--- src/rtl/rf_pkg.sv ---
// Shared definitions for the regfile writeback arbiter.
//   XLEN   : register data width
//   REG_AW : register index width
//   NREGS  : number of architectural registers
//   wb_req_t : one buffered writeback {rd, data}
//   wb_src_e : writeback source identifier
package rf_pkg;

  localparam int XLEN   = 64;
  localparam int REG_AW = 5;
  localparam int NREGS  = 32;

  typedef struct packed {
    logic [REG_AW-1:0] rd;
    logic [XLEN-1:0]   data;
  } wb_req_t;

  typedef enum logic {
    SRC_MEM = 1'b0,
    SRC_ALU = 1'b1
  } wb_src_e;

  // One-hot register mask used to build the pending-write mask.
  function automatic logic [NREGS-1:0] rd_onehot(input logic [REG_AW-1:0] rd);
    return NREGS'(1) << rd;
  endfunction

endpackage

--- src/rtl/wb_slot.sv ---
// Single-entry writeback holding slot with a valid/ready handshake.
//   clk, rst_n  : clock, asynchronous active-low reset
//   in_valid    : source request
//   in_req      : source {rd, data}
//   grant       : the arbiter drains this slot to the regfile this cycle
//   ready       : slot can accept this cycle (empty, or being drained)
//   fill        : this cycle's handshake will load the slot on the next edge
//   held_valid  : slot holds a write
//   held        : buffered {rd, data}
// A handshake with rd == 0 completes but is discarded (x0 is hardwired).
module wb_slot
  import rf_pkg::*;
(
  input  logic    clk,
  input  logic    rst_n,
  input  logic    in_valid,
  input  wb_req_t in_req,
  input  logic    grant,
  output logic    ready,
  output logic    fill,
  output logic    held_valid,
  output wb_req_t held
);

  // Draining and refilling on the same edge keeps full throughput.
  assign ready = !held_valid || grant;
  assign fill  = in_valid && ready && (in_req.rd != '0);

  always_ff @(posedge clk or negedge rst_n) begin
    if (!rst_n) begin
      held_valid <= 1'b0;
    end else if (fill) begin
      held_valid <= 1'b1;
    end else if (grant) begin
      held_valid <= 1'b0;
    end
  end

  // NOTE: the payload has no reset; it is only observed while held_valid=1,
  // so resetting it would add reset fan-out for nothing.
  always_ff @(posedge clk) begin
    if (fill) begin
      held <= in_req;
    end
  end

endmodule

--- src/rtl/regfile_wb_arbiter.sv ---
// Shares the single regfile write port between the ALU and MEM writeback
// sources. Each source feeds a one-entry wb_slot; an age-based arbiter drains
// one slot per cycle. Also exports the pending-write mask and, optionally,
// forwards buffered data to the two read ports.
//   clk, rst_n                    : clock, asynchronous active-low reset
//   alu_valid/ready/rd/data       : ALU writeback handshake
//   mem_valid/ready/rd/data       : MEM (load) writeback handshake
//   write, writenum, write_data   : regfile write port (from slot registers only)
//   pend_mask                     : bit i set while a slot holds a write to reg i
//   rd_num1/2, fwd_hit1/2, fwd_data1/2 : forwarding lookup
// Build option: define WB_FWD_EN to build the forwarding compare logic;
// otherwise fwd_hit*/fwd_data* are tied to zero.
module regfile_wb_arbiter
  import rf_pkg::*;
(
  input  logic              clk,
  input  logic              rst_n,
  input  logic              alu_valid,
  output logic              alu_ready,
  input  logic [REG_AW-1:0] alu_rd,
  input  logic [XLEN-1:0]   alu_data,
  input  logic              mem_valid,
  output logic              mem_ready,
  input  logic [REG_AW-1:0] mem_rd,
  input  logic [XLEN-1:0]   mem_data,
  output logic              write,
  output logic [REG_AW-1:0] writenum,
  output logic [XLEN-1:0]   write_data,
  output logic [NREGS-1:0]  pend_mask,
  input  logic [REG_AW-1:0] rd_num1,
  input  logic [REG_AW-1:0] rd_num2,
  output logic              fwd_hit1,
  output logic              fwd_hit2,
  output logic [XLEN-1:0]   fwd_data1,
  output logic [XLEN-1:0]   fwd_data2
);

  logic    alu_held_valid, mem_held_valid;
  wb_req_t alu_held, mem_held;
  logic    alu_fill, mem_fill;
  logic    alu_grant, mem_grant;
  logic    mem_older;  // meaningful only while both slots are valid
  wb_src_e winner;

  wb_slot u_alu_slot (
    .clk(clk), .rst_n(rst_n), .in_valid(alu_valid),
    .in_req('{rd: alu_rd, data: alu_data}), .grant(alu_grant),
    .ready(alu_ready), .fill(alu_fill),
    .held_valid(alu_held_valid), .held(alu_held)
  );

  wb_slot u_mem_slot (
    .clk(clk), .rst_n(rst_n), .in_valid(mem_valid),
    .in_req('{rd: mem_rd, data: mem_data}), .grant(mem_grant),
    .ready(mem_ready), .fill(mem_fill),
    .held_valid(mem_held_valid), .held(mem_held)
  );

  // A fresh ALU entry is always the younger one: either MEM was already
  // waiting, or MEM filled on the same edge and is older in program order.
  // A fresh MEM entry alone is younger than any ALU entry left behind.
  always_ff @(posedge clk or negedge rst_n) begin
    if (!rst_n) begin
      mem_older <= 1'b0;
    end else if (alu_fill) begin
      mem_older <= 1'b1;
    end else if (mem_fill) begin
      mem_older <= 1'b0;
    end
  end

  always_comb begin
    winner = (mem_held_valid && (!alu_held_valid || mem_older)) ? SRC_MEM : SRC_ALU;
  end

  assign mem_grant = mem_held_valid && (winner == SRC_MEM);
  assign alu_grant = alu_held_valid && (winner == SRC_ALU);

  // NOTE: every output of a combinational block gets a default first, so no
  // path through the block can infer a latch.
  always_comb begin
    write      = 1'b0;
    writenum   = '0;
    write_data = '0;
    if (mem_grant) begin
      write      = 1'b1;
      writenum   = mem_held.rd;
      write_data = mem_held.data;
    end else if (alu_grant) begin
      write      = 1'b1;
      writenum   = alu_held.rd;
      write_data = alu_held.data;
    end
  end

  always_comb begin
    pend_mask = '0;
    if (alu_held_valid) pend_mask = pend_mask | rd_onehot(alu_held.rd);
    if (mem_held_valid) pend_mask = pend_mask | rd_onehot(mem_held.rd);
  end

`ifdef WB_FWD_EN
  logic [REG_AW-1:0] fwd_num  [2];
  logic              fwd_hit  [2];
  logic [XLEN-1:0]   fwd_data [2];

  assign fwd_num[0] = rd_num1;
  assign fwd_num[1] = rd_num2;

  // When both slots match, the younger slot carries the newer value.
  for (genvar k = 0; k < 2; k++) begin : g_fwd
    logic alu_match, mem_match;
    assign alu_match = alu_held_valid && (alu_held.rd == fwd_num[k]) && (fwd_num[k] != '0);
    assign mem_match = mem_held_valid && (mem_held.rd == fwd_num[k]) && (fwd_num[k] != '0);

    always_comb begin
      fwd_hit[k]  = alu_match || mem_match;
      fwd_data[k] = '0;
      if (alu_match && mem_match) begin
        fwd_data[k] = mem_older ? alu_held.data : mem_held.data;
      end else if (alu_match) begin
        fwd_data[k] = alu_held.data;
      end else if (mem_match) begin
        fwd_data[k] = mem_held.data;
      end
    end
  end

  assign fwd_hit1  = fwd_hit[0];
  assign fwd_hit2  = fwd_hit[1];
  assign fwd_data1 = fwd_data[0];
  assign fwd_data2 = fwd_data[1];
`else
  logic unused_rd_num;
  assign unused_rd_num = ^{rd_num1, rd_num2};
  assign fwd_hit1  = 1'b0;
  assign fwd_hit2  = 1'b0;
  assign fwd_data1 = '0;
  assign fwd_data2 = '0;
`endif

endmodule

--- config.mk ---
export PLATFORM = sky130hd
export DESIGN_NAME = regfile_wb_arbiter
export DESIGN_NICKNAME = d
export VERILOG_FILES = /design/src/rtl/rf_pkg.sv /design/src/rtl/wb_slot.sv /design/src/rtl/regfile_wb_arbiter.sv
export SDC_FILE = /design/constraint.sdc
export NUM_CORES = 1
export LEC_CHECK = 0
export CAP_MARGIN = 40
export CORE_AREA = 2 2 150 152
export CTS_CLUSTER_DIAMETER = 30
export DETAILED_ROUTE_END_ITERATION = 10
export DIE_AREA = 0 0 152 154
export PLACE_DENSITY_LB_ADDON = 0.2
export REMOVE_ABC_BUFFERS = 1
export SYNTH_ARGS = -nofsm -noshare
export SYNTH_HDL_FRONTEND = slang
export SYNTH_SLANG_ARGS = --single-unit
--- constraint.sdc ---
create_clock -name clk -period 5.6 [get_ports clk]
set_input_delay 1.68 -clock clk [delete_from_list [all_inputs] [get_ports clk]]
set_output_delay 1.68 -clock clk [all_outputs]
set_load 0.1 [all_outputs]
==> impl_summary.md, run 1 <==
Drt
The starting DRC count in detailed routing is approximately 160. After detailed routing, the number of remaining DRC violations is 0. For this block, the routed nets add up to approximately 18 mm of wire.

For this run, the detailed router's first-pass iteration total came to 4. The count of nets left with antenna violations after detail routing is 0. The number of vias per cell is slightly above 4. The via count of the routed design is a little under 5k. Dividing the detail-routed wire length by the instance count gives ~15 um.

Power
VDD sags by at most ~280 uV. Summed over all cells, the static leakage comes to 0.004555 uW. Dividing total power by cell area gives a power density of ~390 nW/um^2.

Final layout
The post-synthesis to final-layout area growth is 47.37%. At the end of the flow, the number of nets in the layout was between 1k and 1.5k. Of the cells placed in the final design, the portion with a size suffix greater than 1 is between 15 and 20%. Once layout is complete, the cells apart from fillers number between 1k and 1.5k. After routing the design area is around 10,000 um^2.

Global route
The pin count of the biggest net entering global routing is 43. The initial antenna violation count is 1. The number of global-route vias before repair came to between 4k and 5k. The total routing usage reported by global routing is about 15%.

The first-pass GRT wire length is between 20 and 30 mm. Summed over all layers, the global routing overflow is 0.

Critical path
The worst register-to-register path ends at u_mem_slot.held[1]. Walking the worst path, the cells encountered are inv_2, o21ai_4, buf_4, mux2i_1, buf_4. The most prevalent standard cell on the critical path is buf_4. The biggest fanout along the worst timing path is 30.

The signal arrival time at the worst endpoint is between 2 and 3 ns. The startpoint identified for the worst register-to-register timing path is u_alu_slot.held_valid. On the critical path, the stage with the largest delay is an instance of dfrtp_2. STA classifies the critical path startpoint as a flip-flop. In this run the worst setup path begins at u_alu_slot.held_valid. The biggest cell delay along the critical path is 0.59 ns. The required arrival time at the worst endpoint is ~4 ns.

By startpoint and endpoint, the worst setup path is classified as reg -> out. Across all register-to-register paths, the minimum setup slack is around 3.1 ns. The end point of the critical path is write_data[2]. STA classifies the critical path endpoint as an output port. The length in cells of the worst reg-to-reg path is 5.

Synth
The number of flops mapped to enable cells by yosys is ~140. The top cell type's share of synthesized area is between 50% and 60%. Synthesis instantiated 29 different standard cells from the library. Ranked by total cell area, the synthesized netlist is headed by edfxtp_1 (59%), buf_4 (15%), mux2i_1 (9.5%). The total standard cell area after synthesis is 7042 um^2. For this run, the number of Yosys warnings is 0.

The sequential-to-total area share from yosys stat is between 50% and 60%. The predominant post-synthesis flop cell is edfxtp_1. Synthesis inferred 141 register bits.

After synthesis, the mean cell area works out to around 12 um^2. The proportion of register bits with asynchronous set or reset after synthesis is 2.128%. The cell taking the most area after synthesis is edfxtp_1. Synthesis produced 582 cells.

Clock network
In this run, post-CTS hold repair placed 0 buffers. The maximum level of the CTS H-tree is 4. The buffer count from post-CTS setup fixing is 0. At the later pin of the worst-skew pair, clock insertion delay measures 0.42 ns. Clock tree synthesis selected as its root buffer the cell clkbuf_16. TritonCTS built the clock tree. The maximum clock path buffer count is 2.

Clock tree synthesis inserted a total of 17 buffers. The post-cts sizing count is 0. The number of clock sinks is approximately 140. The clock-pin slew on the worst setup and hold paths is around 0.050 ns.

Place
The number of buffer cells added on primary ports is 245. After legalization and detailed placement, the total HPWL measured 13.49 mm. Routability-driven placement finished with a final weighted congestion of between 0.8 and 0.9. The cell area reported after detailed placement is just under 10,000 um^2. After detailed placement, the design holds a cell count of between 1k and 1.5k.

Floorplanning
The die span in y is approximately 150 um. From left edge to right edge, the die measures 152 um. The top-level port count is slightly below 400. The core area is 21,690 um^2. The initial core utilization is 32.47%. The initialized floorplan defines between 50 and 60 standard-cell rows. The floorplan die area is about 23,000 um^2.

Timing
Summed over all failing endpoints, the final setup total negative slack is 0 ns. The final count of hold timing violations is 0. The number of slew-limit violations in the final report is 0. The setup-violating endpoint count in the final report is 0. The transition time of the tightest slew-check pin is just under 0.6 ns. Based on the critical path, the design can be clocked at up to around 0.23 GHz. The worst hold margin is approximately 0.59 ns.

Measured against its own limit, the worst slew margin works out to about three fifths. The post-route minimum period is between 4 and 5 ns. Setup repair after global routing left no endpoint under its margin. On the final layout, the worst clock skew is about 0.014 ns. The final period utilization is 79.05%.

Hold path
The class of the tightest hold or removal check is reg -> reg.

Outcome
The flow ran to the end, and the final reports show no timing, DRC or antenna violations.

Run
The tool flagged a number of max-cap violations equal to 0.
-- cells by family (layout without fill, tap and decap cells) --
family | Yosys count | count (layout) | share of synthesized area (%)
compound gates | 36 | 36 | 3.500
buf+inv | 218 | 390 | 19.38
flops | 141 | 141 | 59.91
mux | 69 | 69 | 9.844
other cells | 1 | 131 | 0.05325
simple gates | 117 | 117 | 7.303
-- synth_stat cells, drive strengths merged (2+ instances only) --
master,n
nand3,7
nor2b,4
clkbuf,4
o22ai,26
edfxtp,138
nand3b,3
mux2,2
inv,69
or4,2
or2,6
o21ai,3
buf,145
and2,2
nand2b,5
nand2,82
mux2i,67
dfrtp,3
nor2,4
o32ai,6
-- worst max-delay path: cells and delay by family, from the launching register on --
family | cells | cell delay [ns]
flip-flops | 1 | 0.59
buffers and inverters | 3 | 0.96
multiplexers | 1 | 0.29
AO/OA/AOI/OAI | 1 | 0.45
-- per-layer routing --
metal,part of all wire (%),wire length (um),track usage (%),vias up
li1,-,-,-,2306
met1,32,5740,14.15,2216
met2,55,9649,27.16,279
met3,10,1821,6.680,31
met4,2.6,467,6.320,0
met5,0,0,0,-
-- sequential cells by signal, summed over array words and instances, names as in the netlist --
signal and cells:
u_mem_slot.held 69, u_mem_slot.held_valid 1, mem_older 1, u_alu_slot.held_valid 1
u_alu_slot.held 69
-- how the worst min path moves through the flow --
stage               startpoint         to  slack, ns  cells past startpoint
floorplan            mem_older  mem_older       0.50                      1
CTS                  mem_older  mem_older       0.58                      1
finish               mem_older  mem_older       0.59                      1
global route         mem_older  mem_older       0.60                      1
detailed placement   mem_older  mem_older       0.57                      1
global placement     mem_older  mem_older       0.57                      1
-- layout by cell type, fill, tap and decap left out, drive strengths merged, types with 7 or more instances in the layout --
master         Yosys  layout
mux2i             67      67
o22ai             26      26
edfxtp           138     138
clkdlybuf4s50      0     176
conb               1     130
buf              145     113
nand3              7       7
clkbuf             4      17
inv               69      74
nand2             82      82
-- cell type report --
| type | instances | area [um^2] |
|---|---|---|
| Fill cell | 1950 | 11310 |
| Sequential cell | 141 | 4220 |
| Timing Repair Buffer | 289 | 2973 |
| Multi-Input combinational cell | 352 | 1964 |
| Clock buffer | 17 | 425.4 |
| Tap cell | 280 | 350.3 |
| Inverter | 69 | 259.0 |
| Clock inverter | 15 | 182.7 |
| Antenna cell | 1 | 2.502 |
-- report_power, final --
part / switching (uW) / internal, uW / total [uW]
registers: 34.0 / 1260 / 1290
logic: 1240 / 316 / 1550
clock network: 448 / 707 / 1160
total: 1720 / 2280 / 4000
-- metrics by stage --
stage / util (%) / total power [uW] / worst slack (ns)
finish: 47.85 / 3998 / 1.173
global route: 47.85 / 4128 / 0.9408
CTS: 47.84 / 4039 / 1.064
detailed placement: 45.03 / 2876 / 1.505
global placement: 42.08 / 2826 / 1.352
floorplan: - / 2524 / -1.862
Power figures use the tool's default switching activity.
==> run 2: changes to the inputs <==
==> constraint.sdc (replaced) <==
create_clock -name clk -period 4.3 [get_ports clk]
set_input_delay 1.29 -clock clk [delete_from_list [all_inputs] [get_ports clk]]
set_output_delay 1.29 -clock clk [all_outputs]
set_load 0.1 [all_outputs]
==> impl_summary.md, run 2 (synthesis gave the netlist of run 1 again) <==
Outcome
The run finished with clean final reports.

Final layout
At the end of the flow, the number of nets in the layout was 986. The area used by multi-input combinational logic is 1964 um^2. The library cells used most frequently in the layout, excluding fill and tap cells, are clkdlybuf4s50_1 (141), edfxtp_1 (138), conb_1 (130). The most common library cell in the layout ignoring fill and taps is clkdlybuf4s50_1.

The final cell area excluding filler cells is roughly 10,000 um^2. In the final layout, flip-flops and latches occupy around 4200 um^2. In the final layout, the registers with the most flip-flops are u_alu_slot.held (69), u_mem_slot.held (69). The number of filler cells placed in the layout is around 2k. Cells fill roughly 47% of the core in the end. Of the cells placed in the final design, the portion with a size suffix greater than 1 is between 10% and 20%.

From synthesis to final layout, the design area changed by 45.59%.

Drt
After detailed routing, the number of remaining DRC violations is 0. The starting DRC count in detailed routing is ~180. Summed over all layers, the routed wires come to 17.34 mm. The via count of the routed design is between 4k and 5k. The count of nets left with antenna violations once routing finished came out at 0.

The average routed wire per standard cell is ~15 um. The number of vias per cell is a little over 4. The number of search-and-repair iterations in the first detailed-routing pass is 4.

Power
Net switching is 43.17% of the power. The switching component of the power is roughly 2300 uW. The power density over the cells is 511.2 nW/um^2. The clock network accounts for 26.4% of the total power. The largest vdd supply drop is around 240 uV. Overall power consumption after layout is estimated at around 5200 uW.

The combinational share of power is between 40% and 50%. The relative contribution of sequential cells to total power is between 30% and 40%. The internal power is around 3000 uW. Summed over all cells, the static leakage comes to around 0.0045 uW.

Floorplanning
The initial core utilization is around a third. The top-level port count is 386. The die is 152 um wide.

The die covers about 23,000 um^2. The core area is around 22,000 um^2. The number of core rows is between 50 and 60. The die is 154 um tall.

Clock network
Once the clock tree was built, the resizer swapped 0 gates to a different size. In this run, CTS created clock tree buffers numbering 17. The clock-pin slew on the worst setup and hold paths is around 0.060 ns.

The number of clock sinks is approximately 140. The cell at the root of the clock tree is clkbuf_16. The maximum level of the CTS H-tree is 4. The maximum clock path buffer count is 2. The buffer count from post-CTS setup fixing is 0. After clock tree synthesis, the flow added hold-fix buffers numbering 0. The clock tree from TritonCTS is yes.

Clock latency on the worst-skew pair, taken at its later pin, is just over 0.4 ns.

Timing
The number of slew-limit violations in the final report is 0. The final critical path takes up ~88% of the cycle. At the pin with the least slew margin, the transition time is roughly 0.67 ns. The achievable clock frequency is about 0.26 GHz. The remaining max-slew budget at the tightest pin is between 50% and 60%. Setup violations remaining at the end of the flow were counted as 0. The final count of hold timing violations came to 0. Setup repair after global routing left no endpoint under its margin.

The setup skew after layout is about 0.011 ns. The post-route minimum period is about 3.8 ns.

Critical path
Counting cells, the worst reg-to-reg path comes to 5. The kind of end point of the critical path is an output port. The worst setup path is of the reg -> out kind.

At the worst endpoint, the arrival time is 2.51 ns. The launch point of the critical path is u_alu_slot.held_valid. The biggest fanout along the worst timing path is 37. The sort of element at the start of the critical path is a flip-flop. The slack of the worst reg-to-reg path is just over 2 ns. The reg-to-reg startpoint is u_alu_slot.held_valid. The required arrival time at the worst endpoint is approximately 3.0 ns.

The end point of the critical path is write_data[54]. The endpoint identified for the worst register-to-register timing path is u_mem_slot.held[45].

Global route
In the global route stage, met3 resource usage came out at 6.764%. Global routing consumed, on the met2 layer, between 20% and 30% of the routing resources. The initial antenna violation count is 1. The number of global-route vias before repair is 4,461. In this run the most used layer during global routing was met2.

The first global-routing pass estimated roughly 26 mm of wire. Entering global routing, the biggest net connects 43 pins. The met1 track utilization from global routing is 13.78%. The remaining global-route overflow is 0.

Across every metal layer, demand over resource in global routing totals 14.48%.

Place
The detailed-placement wirelength estimate is 13.01 mm. The number of buffer cells added on primary ports is 245. The placed instances occupy a cell area of about 9700 um^2. Routability-driven placement finished with a final weighted congestion of ~0.85.

Run
The reported max-cap violation count is 0.

Hold path
The path class of the tightest hold or removal check is reg -> reg.
run 2: area by class of cell:
cell class / count / area share [%]
antenna: 1 / 0.02441
inverter: 69 / 2.526
tap: 280 / 3.417
clock inverter: 14 / 1.330
multi-input combinational: 352 / 19.16
sequential: 141 / 41.16
timing repair buffer: 253 / 28.19
clock buffer: 18 / 4.186
run 2: routing by layer:
layer	wire length, um	vias up
met2	9484	249
li1	-	2227
met5	0	-
met3	1695	19
met4	304	0
met1	5852	2180
run 2: worst max-delay path, stage by stage, from the launching register on:
cell,delay (ns)
dfrtp_2,0.64
inv_2,0.09
o21ai_4,0.16
buf_4,0.53
mux2i_1,0.40
buf_12,0.22
run 2: power groups by stage:
stage,Combinational [uW],Sequential (uW),Clock [uW]
after detailed placement,2190,1710,0
after global placement,2180,1710,0
after CTS,2190,1680,1430
after floorplan,1570,1710,0
final,2170,1680,1390
after global routing,2240,1690,1480
run 2: per-stage QoR:
stage               hold slack, ns  setup WS, ns  TNS, ns  instances
CTS                         0.6082        0.4065        0       1127
detailed placement          0.5937        0.8730        0       1095
finish                      0.6082        0.5012        0       1128
floorplan                   0.5035        -2.772  -335.42        562
global route                0.6380        0.3000        0       1128
global placement            0.5693        0.7720        0       1093
run 2: how the worst min path moves through the flow:
stage,startpoint,end,slack (ns),cells after the start
after floorplan,mem_older,mem_older,0.50,1
after global placement,mem_older,mem_older,0.57,1
after detailed placement,mem_older,mem_older,0.59,1
after CTS,mem_older,mem_older,0.61,1
after global routing,mem_older,mem_older,0.64,1
final,mem_older,mem_older,0.61,1
==> run 3: changes to the inputs <==
--- a/config.mk
+++ b/config.mk
@@ -6,10 +6,12 @@
 export NUM_CORES = 1
 export LEC_CHECK = 0
 export CAP_MARGIN = 40
-export CORE_AREA = 2 2 150 152
+export CELL_PAD_IN_SITES_DETAIL_PLACEMENT = 0
+export CELL_PAD_IN_SITES_GLOBAL_PLACEMENT = 1
+export CORE_AREA = 2 2 183 140
 export CTS_CLUSTER_DIAMETER = 30
 export DETAILED_ROUTE_END_ITERATION = 10
-export DIE_AREA = 0 0 152 154
+export DIE_AREA = 0 0 185 142
 export PLACE_DENSITY_LB_ADDON = 0.2
 export REMOVE_ABC_BUFFERS = 1
 export SYNTH_ARGS = -nofsm -noshare
==> impl_summary.md, run 3 (synthesis gave the netlist of run 1 again) <==
Hold path
The worst hold path belongs to the class reg -> reg.

Power
The clock network fraction of design power is a little over a quarter. Cell internal power was estimated by the tool at approximately 3000 uW. Per report_power, the sequential group accounts for between 30% and 40% of the total. Power spread over the standard cell area amounts to 508.4 nW/um^2. The switching component of the power is between 2000 and 2500 uW.

Combinational logic is responsible for 42.5% of the overall power. For this design the static power due to leakage is about 0.0046 uW. The net switching share of the total power is between 40% and 50%. IR analysis of the VDD net gives a maximum drop of 340.7 uV.

Critical path
In this design, the stage delay of the slowest critical-path cell is around 0.56 ns. In this run the worst path has a maximum fanout of 37. Grouping stages by cell kind, the critical path spends the most delay in buffers and inverters.

Traced cell by cell, the critical path runs through inv_2, o21ai_4, buf_4, mux2i_1, buf_12. Together, buffers and inverters on the worst path number 3. The cell type of the slowest stage on the worst timing path is buf_4.

The worst setup path is launched from a flip-flop. The signal arrival time at the worst endpoint is approximately 2.4 ns. STA puts the critical path data required time at approximately 3 ns. The setup path with the least slack is of type reg -> out. The kind of end point of the critical path is an output port.

Clock network
Buffers inserted during clock tree synthesis total 17. The number of buffers inserted for hold repair after clock tree synthesis is 0. The maximum clock path buffer count is 2. The cell at the root of the clock tree is clkbuf_16. Gates resized during post-CTS repair numbered 0. The clock latency of the later-clocked register in the worst-skew pair is roughly 0.43 ns. The clock-pin slew on the worst setup and hold paths is about 0.060 ns.

The buffer count from post-CTS setup fixing is 0. The clock tree from TritonCTS is yes. The H-tree generated during clock tree synthesis spans 4 levels. The number of clock sinks is 141.

Drt
The first TritonRoute pass finished after 4 iterations. The starting DRC count in detailed routing is 292. The routed layout has 4,645 vias. The average routed wire per standard cell is approximately 16 um.

The detail route stage leaves a number of antenna-violating nets equal to 0. The DRC violations left is 0. The total wirelength of the detailed-routed design is roughly 19 mm.

After detailed routing, the number of vias per cell comes to between 3 and 4.

Final layout
For this run, the post-layout net count is slightly below 1k. Leaving out fill and tap cells, the most frequent cell in the layout is clkdlybuf4s50_1. The ratio of cells with drive above 1 in the final layout is between 10% and 20%. In the final layout, the registers with the most flip-flops are u_alu_slot.held (69), u_mem_slot.held (69). Once layout is done, the placed cells without fillers occupy approximately 11,000 um^2.

The number of filler cells placed in the layout is around 2.3k. The library cells used most frequently in the layout, excluding fill and tap cells, are clkdlybuf4s50_1 (141), edfxtp_1 (138), conb_1 (130). At the end of the flow the core is filled with cells to between 40% and 50%. From synthesis to final layout, the design area changed by 49.63%.

Timing
Measured against its own limit, the worst slew margin works out to about 52%. The achievable clock frequency is 0.2691 GHz. Setup violations remaining at the end of the flow were counted as 0. The number of slew-limit violations in the final report is 0. The final period utilization is roughly 86%. The transition time of the tightest slew-check pin is between 0.7 and 0.8 ns. The final count of hold timing violations is 0. Clock skew on the completed layout was measured at 0.01101 ns. The worst hold margin is between 0.6 and 0.7 ns.

Setup repair after global routing left no endpoint under its margin. The post-route minimum period is around 3.7 ns.

Global route
The initial antenna violation count is 1. The total overflow left after global routing is 0. The first global-routing pass estimated 26.73 mm of wire.

The number of global-route vias before repair is 4,466. Entering global routing, the biggest net connects 61 pins. The total routing usage reported by global routing is between 10% and 20%.

Floorplanning
The floorplan step defined a die boundary enclosing 26,270 um^2. The floorplan has 50 rows. The die span in y is between 100 and 150 um.

Measured along the x axis, the die boundary spans approximately 190 um. Pin placement for this block handled just under 400 I/O pins. For this configuration, the core starts out at a cell density of between 20% and 30%. The core area is 24,520 um^2.

Place
The number of buffer cells added on primary ports is ~250. The weighted congestion at the end of routability-driven global placement is about 0.84. After detailed placement, the total cell area comes to ~10000 um^2.

The wire-length estimate of the detail-placed layout is approximately 14 mm.

Outcome
The run finished with clean final reports.

Run
The reported max-cap violation count is 0.
[run 3: changes by cell type in the layout (fill, tap and decap cells not counted)]
| cell | previous run | this run |
|---|---|---|
| clkbuf_1 | 1 | 0 |
| clkinvlp_4 | 1 | 2 |
| buf_12 | 51 | 69 |
| inv_6 | 3 | 6 |
| clkinv_2 | 1 | 3 |
| inv_8 | 1 | 0 |
| clkinv_4 | 6 | 2 |
| buf_4 | 61 | 42 |
[run 3: power by group through the flow]
stage	registers [uW]	logic (uW)	clock network, uW
final	1680	2270	1400
after global routing	1690	2350	1510
after CTS	1680	2300	1460
after detailed placement	1710	2290	0
after global placement	1700	2290	0
after floorplan	1710	1570	0
[run 3: worst register-to-register path: cells and delay by family, from the launching register on]
kind	cells	cell delay [ns]
buf+inv	2	0.93
flops	1	0.54
simple gates	2	0.47
[run 3: metrics by stage]
step	std cells	setup WS, ns	power (uW)	TNS (ns)
2_1_floorplan	562	-2.772	3286	-335.42
3_3_place_gp	1152	0.9364	3996	0
3_5_place_dp	1152	0.9405	3998	0
4_1_cts	1184	0.4665	5431	0
5_1_grt	1184	0.4062	5553	0
6_report	1185	0.5842	5356	0
[run 3: cell type report]
class	instances	area, um^2	area share [%]
clock buffers	17	425.4	4.038
flip-flops and latches	141	4220	40.05
clock inverters	15	133.9	1.271
multi-input cells	352	1964	18.64
inverters	69	259.0	2.458
repair buffers	252	3108	29.50
diodes	1	2.502	0.02375
well taps	338	422.9	4.014
[run 3: worst paths after layout]
path                                  startpoint                     to  slack [ns]  cells past startpoint
setup / recovery           u_alu_slot.held_valid         write_data[25]        0.58                      5
hold / removal                         mem_older              mem_older        0.61                      1
setup reg to reg           u_alu_slot.held_valid    u_alu_slot.held[21]        1.99                      4
hold reg to reg                        mem_older              mem_older        0.61                      1
max in group asynchronous                  rst_n  u_alu_slot.held_valid        3.09                      1
min in group asynchronous                  rst_n  u_mem_slot.held_valid        1.05                      1
[run 3: metal layers]
layer / global-route usage, % / vias up / routed length [um]
met5: 0 / - / 0
met4: 4.553 / 0 / 230
met3: 7.805 / 15 / 2382
met2: 22.93 / 241 / 9047
met1: 15.81 / 2162 / 7028
li1: - / 2227 / -
